**src/rtl/regfile_pkg.sv**
```systemverilog
// regfile_pkg: shared defaults and types for the multi-port register file.
//   DATA_W_DEF / ADDR_W_DEF : default word and address widths.
//   SPECIAL_IDX_DEF         : default index of the special register.
//   data_t / addr_t         : word and address types at the default widths.
package regfile_pkg;

  localparam int DATA_W_DEF      = 16;
  localparam int ADDR_W_DEF      = 4;
  localparam int SPECIAL_IDX_DEF = 15;

  typedef logic [DATA_W_DEF-1:0] data_t;
  typedef logic [ADDR_W_DEF-1:0] addr_t;

endpackage

```
**src/rtl/regfile_wr_arb.sv**
```systemverilog
// regfile_wr_arb: combinational write arbiter for regfile_mp.
// It resolves the three write sources (wr0 > wr1 > sp) into per-register
// enables and data, and flags same-target collisions.
//   wr0_*, wr1_*   : general write requests.
//   sp_we/sp_wdata : special-register write, always targets SPECIAL_IDX.
//   we/wdata       : one-hot-per-register winning write.
//   conflict       : two or more enabled sources hit the same register.
module regfile_wr_arb
  import regfile_pkg::*;
#(
  parameter int DATA_W      = DATA_W_DEF,
  parameter int ADDR_W      = ADDR_W_DEF,
  parameter int SPECIAL_IDX = SPECIAL_IDX_DEF,
  parameter int ZERO_REG    = 0,
  localparam int DEPTH      = 2**ADDR_W
) (
  input  logic                           wr0_en,
  input  logic [ADDR_W-1:0]              wr0_addr,
  input  logic [DATA_W-1:0]              wr0_data,
  input  logic                           wr1_en,
  input  logic [ADDR_W-1:0]              wr1_addr,
  input  logic [DATA_W-1:0]              wr1_data,
  input  logic                           sp_we,
  input  logic [DATA_W-1:0]              sp_wdata,
  output logic [DEPTH-1:0]               we,
  output logic [DEPTH-1:0][DATA_W-1:0]   wdata,
  output logic                           conflict
);

  localparam logic [ADDR_W-1:0] SP_ADDR = ADDR_W'(SPECIAL_IDX);

  logic e0, e1, es;

  // Writes to a hardwired zero register are dropped before arbitration so
  // they neither commit nor count as collisions.
  always_comb begin
    e0 = wr0_en && !((ZERO_REG != 0) && (wr0_addr == '0));
    e1 = wr1_en && !((ZERO_REG != 0) && (wr1_addr == '0));
    es = sp_we  && !((ZERO_REG != 0) && (SP_ADDR == '0));
  end

  assign conflict = (e0 && e1 && (wr0_addr == wr1_addr)) ||
                    (e0 && es && (wr0_addr == SP_ADDR))  ||
                    (e1 && es && (wr1_addr == SP_ADDR));

  always_comb begin
    we    = '0;
    wdata = '0;
    for (int i = 0; i < DEPTH; i++) begin
      if (e0 && (wr0_addr == ADDR_W'(i))) begin
        we[i]    = 1'b1;
        wdata[i] = wr0_data;
      end else if (e1 && (wr1_addr == ADDR_W'(i))) begin
        we[i]    = 1'b1;
        wdata[i] = wr1_data;
      end else if (es && (SP_ADDR == ADDR_W'(i))) begin
        we[i]    = 1'b1;
        wdata[i] = sp_wdata;
      end
    end
  end

endmodule

```
**src/rtl/regfile_mp.sv**
```systemverilog
// regfile_mp: multi-port register file with pending scoreboard.
// Two combinational read ports (data + ready), a special-register read,
// two general write ports plus a special write (priority wr0 > wr1 > sp),
// and a per-register pending bit set on issue and cleared by a committed
// write. wr_conflict is a registered one-cycle collision pulse.
// Optional build macro REGFILE_MP_BYPASS_EN forwards the committing write
// data (and ready) to the read ports in the same cycle.
//   clk, rst (async, active-low)
//   rd_addr_a/b -> rd_data_a/b, rd_rdy_a/b ; sp_rdata
//   wr0_*, wr1_*, sp_we/sp_wdata ; iss_en/iss_addr ; wr_conflict
module regfile_mp
  import regfile_pkg::*;
#(
  parameter int DATA_W      = DATA_W_DEF,
  parameter int ADDR_W      = ADDR_W_DEF,
  parameter int SPECIAL_IDX = SPECIAL_IDX_DEF,
  parameter int ZERO_REG    = 0
) (
  input  logic              clk,
  input  logic              rst,
  input  logic [ADDR_W-1:0] rd_addr_a,
  output logic [DATA_W-1:0] rd_data_a,
  output logic              rd_rdy_a,
  input  logic [ADDR_W-1:0] rd_addr_b,
  output logic [DATA_W-1:0] rd_data_b,
  output logic              rd_rdy_b,
  output logic [DATA_W-1:0] sp_rdata,
  input  logic              wr0_en,
  input  logic [ADDR_W-1:0] wr0_addr,
  input  logic [DATA_W-1:0] wr0_data,
  input  logic              wr1_en,
  input  logic [ADDR_W-1:0] wr1_addr,
  input  logic [DATA_W-1:0] wr1_data,
  input  logic              sp_we,
  input  logic [DATA_W-1:0] sp_wdata,
  input  logic              iss_en,
  input  logic [ADDR_W-1:0] iss_addr,
  output logic              wr_conflict
);

  localparam int DEPTH = 2**ADDR_W;

  logic [DEPTH-1:0][DATA_W-1:0] regs;
  logic [DEPTH-1:0]             pending;
  logic [DEPTH-1:0]             we;
  logic [DEPTH-1:0][DATA_W-1:0] wdata;
  logic                         conflict;
  logic                         iss_eff;

  regfile_wr_arb #(
    .DATA_W      (DATA_W),
    .ADDR_W      (ADDR_W),
    .SPECIAL_IDX (SPECIAL_IDX),
    .ZERO_REG    (ZERO_REG)
  ) u_wr_arb (
    .wr0_en   (wr0_en),
    .wr0_addr (wr0_addr),
    .wr0_data (wr0_data),
    .wr1_en   (wr1_en),
    .wr1_addr (wr1_addr),
    .wr1_data (wr1_data),
    .sp_we    (sp_we),
    .sp_wdata (sp_wdata),
    .we       (we),
    .wdata    (wdata),
    .conflict (conflict)
  );

  assign iss_eff = iss_en && !((ZERO_REG != 0) && (iss_addr == '0));

  // Issue wins over a same-cycle write to the same register: the data still
  // lands but the destination stays pending for the newer instruction.
  always_ff @(posedge clk or negedge rst) begin
    if (!rst) begin
      regs        <= '0;
      pending     <= '0;
      wr_conflict <= 1'b0;
    end else begin
      for (int i = 0; i < DEPTH; i++) begin
        if (we[i]) regs[i] <= wdata[i];
        if (iss_eff && (iss_addr == ADDR_W'(i))) pending[i] <= 1'b1;
        else if (we[i])                          pending[i] <= 1'b0;
      end
      wr_conflict <= conflict;
    end
  end

`ifdef REGFILE_MP_BYPASS_EN
  assign rd_data_a = we[rd_addr_a] ? wdata[rd_addr_a] : regs[rd_addr_a];
  assign rd_data_b = we[rd_addr_b] ? wdata[rd_addr_b] : regs[rd_addr_b];
  assign sp_rdata  = we[SPECIAL_IDX] ? wdata[SPECIAL_IDX] : regs[SPECIAL_IDX];
  assign rd_rdy_a  = we[rd_addr_a] ? !(iss_eff && (iss_addr == rd_addr_a))
                                   : !pending[rd_addr_a];
  assign rd_rdy_b  = we[rd_addr_b] ? !(iss_eff && (iss_addr == rd_addr_b))
                                   : !pending[rd_addr_b];
`else
  assign rd_data_a = regs[rd_addr_a];
  assign rd_data_b = regs[rd_addr_b];
  assign sp_rdata  = regs[SPECIAL_IDX];
  assign rd_rdy_a  = !pending[rd_addr_a];
  assign rd_rdy_b  = !pending[rd_addr_b];
`endif

endmodule
```
**config.mk**
```make
export PLATFORM = sky130hd
export DESIGN_NAME = regfile_mp
export DESIGN_NICKNAME = d
export VERILOG_FILES = /design/src/rtl/regfile_pkg.sv /design/src/rtl/regfile_wr_arb.sv /design/src/rtl/regfile_mp.sv
export SDC_FILE = /design/constraint.sdc
export NUM_CORES = 1
export LEC_CHECK = 0
export CELL_PAD_IN_SITES_DETAIL_PLACEMENT = 0
export CELL_PAD_IN_SITES_GLOBAL_PLACEMENT = 1
export CORE_ASPECT_RATIO = 0.8
export CORE_MARGIN = 3
export CORE_UTILIZATION = 35
export DETAILED_ROUTE_END_ITERATION = 7
export PLACE_DENSITY = 0.64
export SKIP_LAST_GASP = 1
export SLEW_MARGIN = 5
export SYNTH_ARGS = -nofsm -noshare
export SYNTH_HDL_FRONTEND = slang
export SYNTH_SLANG_ARGS = --single-unit
```
**constraint.sdc**
```tcl
create_clock -name clk -period 1.75 [get_ports clk]
set_clock_uncertainty 0.15 [all_clocks]
set_input_delay 0.175 -clock clk [delete_from_list [all_inputs] [get_ports clk]]
set_output_delay 0.175 -clock clk [all_outputs]
set_load 0.02 [all_outputs]
```
==> impl_metrics.tcl <==
set metrics [dict create \
    outcome "finished, violations left" \
    violations "negative setup slack" \
    synth_cells 1656 \
    cp_top_family "multiplexers" \
    tritoncts "yes" \
    rr_startpoint "pending[11]" \
    gp_congestion 0.894 \
    placed_cells 2450 \
    power_switching_mw 7.54 \
    critical_path_class "reg2out" \
    grt_pass1_wl_um 95200 \
    syn-num-nets 1730 \
    setup_slack_ns -0.630 \
    wl_um 63700 \
    r2r_slack_ns 0.54 \
    grt_overflow 0 \
    postLayoutCoreUtil_pct 47.0 \
    coreArea_mm2 0.0486 \
    synth-main-ff-cell "dfrtp_1" \
    setup_violations 35 \
    grt_usage_pct 24.5 \
    critPathMaxFanout 3 \
    yosysWarnings 0 \
    pwr-share-comb_pct 30.9 \
    slew_headroom_pct 69.5 \
    cts_buffer_depth 3 \
    worst_pin_slew_ns 0.451 \
    p_int_mw 16.2 \
    stdcell_count 2523 \
    viasPerCell 5.68 \
    p_per_area_mw_per_mm2 1040 \
    slew_violations 0 \
    worst_hold_slack_ns 0.194 \
    numPortBuffers 124 \
    p_sw_share_pct 31.8 \
    required_ns 1.42 \
    slowest_stage "mux4_2" \
    ios 125 \
    rows 72 \
    arrival_ns 2.05 \
    p_clk_share_pct 30.4 \
    grt_max_degree 55 \
    synth-edff-count 0 \
    async_reset_ff_share_pct 100 \
    clock_sinks 273 \
    drc 0 \
    antenna_cells 0 \
    grt_pass1_vias 14300 \
    num_vias 14300 \
    n_fill_cell 4429 \
    critPathMaxStageDelay_ns 0.52 \
    cts_made_buffers 34 \
    reg2regPathDepth 4 \
    hold_viol 0 \
    syn_area_mm2 0.0173 \
    hold_path_class "in2reg" \
    cts.reportedPaths.clkPinSlew_ns 0.06 \
    r2r-end "pending[11]" \
    final_layout_size_suffix_gt1_share_pct 32.6 \
    drtIter0Drc 1344 \
    ant_nets 0 \
    p_leak_nw 9.66 \
    floorplan.die.width_um 255 \
    synth_area_per_cell_um2 10.5 \
    fin_nets 1943 \
    critPathCaptureType "output pin" \
    dp_hpwl_um 43900 \
    die_h_um 205 \
    clkLatencyLatePin_ns 0.53 \
    yosysUniqueCellTypes 43 \
    pre_cts_ws_ns -0.791 \
    yosysSeqAreaShare_pct 39.4 \
    fin_crit_sh_pct 136 \
    initial_core_util_pct 35.6 \
    rsz0062_at_grt "yes" \
    grt_antenna_before_repair 0 \
    worstHoldEndpoint "wr_conflict" \
    p_seq_share_pct 38.7 \
    cts_max_level 2 \
    firstDrtPassIters 5 \
    vdd_ir_drop_max_mv 0.545 \
    layout_min_cycle_time_ns 2.38 \
    start_kind "flop" \
    max_freq_ghz 0.420 \
    crit_chain "mux4_2 > a22oi_2 > nand2_2 > buf_6" \
    synth_seq_cells 273 \
    syn2layout_area_growth_pct 31.9 \
    root_buffer "clkbuf_16" \
    wl_per_cell_um 25.3 \
    dieArea_mm2 0.0522 \
    finalSetupTns_ns -17.51 \
    worstHoldStart "wr0_en" \
    cap_violations 0 \
    critPathBufInv 1 \
    hold_path_depth 3 \
]
## cells in the mapped netlist, types with 8 or more instances
master / number / area (um2)
a311o_1: 16 / 160
buf_4: 32 / 240
nor2_4: 8 / 90.1
buf_2: 38 / 190
dfrtp_1: 273 / 6830
nor2_1: 145 / 544
o21ai_0: 129 / 646
nand2b_1: 11 / 68.8
nor2b_1: 9 / 56.3
mux2i_1: 240 / 2400
a22o_1: 10 / 87.6
nand2_1: 185 / 694
buf_1: 19 / 71.3
inv_1: 20 / 75.1
clkbuf_1: 124 / 465
mux4_2: 136 / 3060
a21oi_1: 118 / 591
a21oi_2: 10 / 87.6
a22oi_1: 64 / 480
nor3_1: 20 / 100
## placed cells by master, fill, tap and decap left out, types with 4 or more instances in the layout
cell type          n
a32o_1             4
a21oi_1          118
clkbuf_16         35
nand2b_1          11
clkbuf_1           4
a22oi_2           44
buf_12            75
nand2_4            6
a22oi_1           20
nand3_1            7
nor2_4            10
nand2_2           27
a21oi_2           10
mux2i_1          240
and2_1             4
a311o_1           16
nand2_1          153
clkbuf_8           6
clkdlybuf4s15_1    9
and3_1             4
nor2b_1            8
nor3_1            17
mux4_2           136
buf_6             37
buf_4            194
inv_1             20
o21ai_0          129
clkinv_2           9
or3_1              5
nor2_1           142
dfrtp_1          270
clkdlybuf4s50_1   68
a22o_1             9
## cell families after synthesis
family | share of synthesized area (%)
AND/OR/NAND/NOR | 10.1
multiplexers | 31.5
AO/OA/AOI/OAI | 12.4
buffers and inverters | 6.27
XOR/XNOR | 0.202
flip-flops | 39.4
## worst reg2reg max path: cells and delay by family (launching register included)
family                 cells  cell delay, ns
buffers and inverters      3            0.38
AO/OA/AOI/OAI              1            0.19
flip-flops                 1            0.39
## final cells by class
class / instances / area [um2] / area share, %
clock buffer: 45 / 973 / 4.26
clock inverter: 16 / 149 / 0.651
inverter: 20 / 75.1 / 0.328
multi-input combinational: 1146 / 9790 / 42.8
sequential: 273 / 6840 / 29.9
tap: 629 / 787 / 3.44
timing repair buffer: 394 / 4250 / 18.6
## metal layers
layer / wire, um / track usage [%] / vias up
li1: - / - / 6423
met1: 29700 / 37.0 / 7209
met2: 27800 / 36.0 / 599
met3: 4760 / 4.63 / 89
met4: 1490 / 6.57 / 0
met5: 0 / 0 / -
## worst max path at each step
stage                      start             to  slack, ns  cells past startpoint
floorplan           rd_addr_a[0]  rd_data_a[11]     -0.001                      6
global placement    rd_addr_a[0]   rd_data_a[2]      -0.79                      6
detailed placement  rd_addr_a[0]   rd_data_a[2]      -0.79                      6
CTS                  sp_rdata[2]   rd_data_a[2]      -0.59                      4
global route         sp_rdata[2]   rd_data_a[2]      -0.65                      4
finish               sp_rdata[2]   rd_data_a[2]      -0.63                      4
## power groups by stage
stage	combinational [mW]	sequential (mW)	clock, mW
5_1_grt	7.88	9.33	7.57
4_1_cts	7.27	9.11	7.35
2_1_floorplan	4.31	8.69	0
3_5_place_dp	6.95	9.19	0
6_report	7.34	9.17	7.20
3_3_place_gp	6.79	9.12	0
## repair_timing
item	in CTS	in global routing
endpoints found under the hold margin	273	0
pin swaps	53	20
setup endpoints to repair	51	38
setup buffers	7	5
resized for setup	290	9
hold buffers	2	0
## sequential cells by signal, indices dropped and copies added, names as in the netlist
register and count:
sp_rdata 16, wr_conflict 1, regs 240, pending 16
## stage by stage
stage	instance area, um2	total power [mW]
after detailed placement	21300	16.1
after floorplan	17500	13.0
after CTS	22800	23.7
after global routing	22900	24.8
after global placement	21300	15.9
final	22900	23.7
Power figures use the tool's default switching activity.
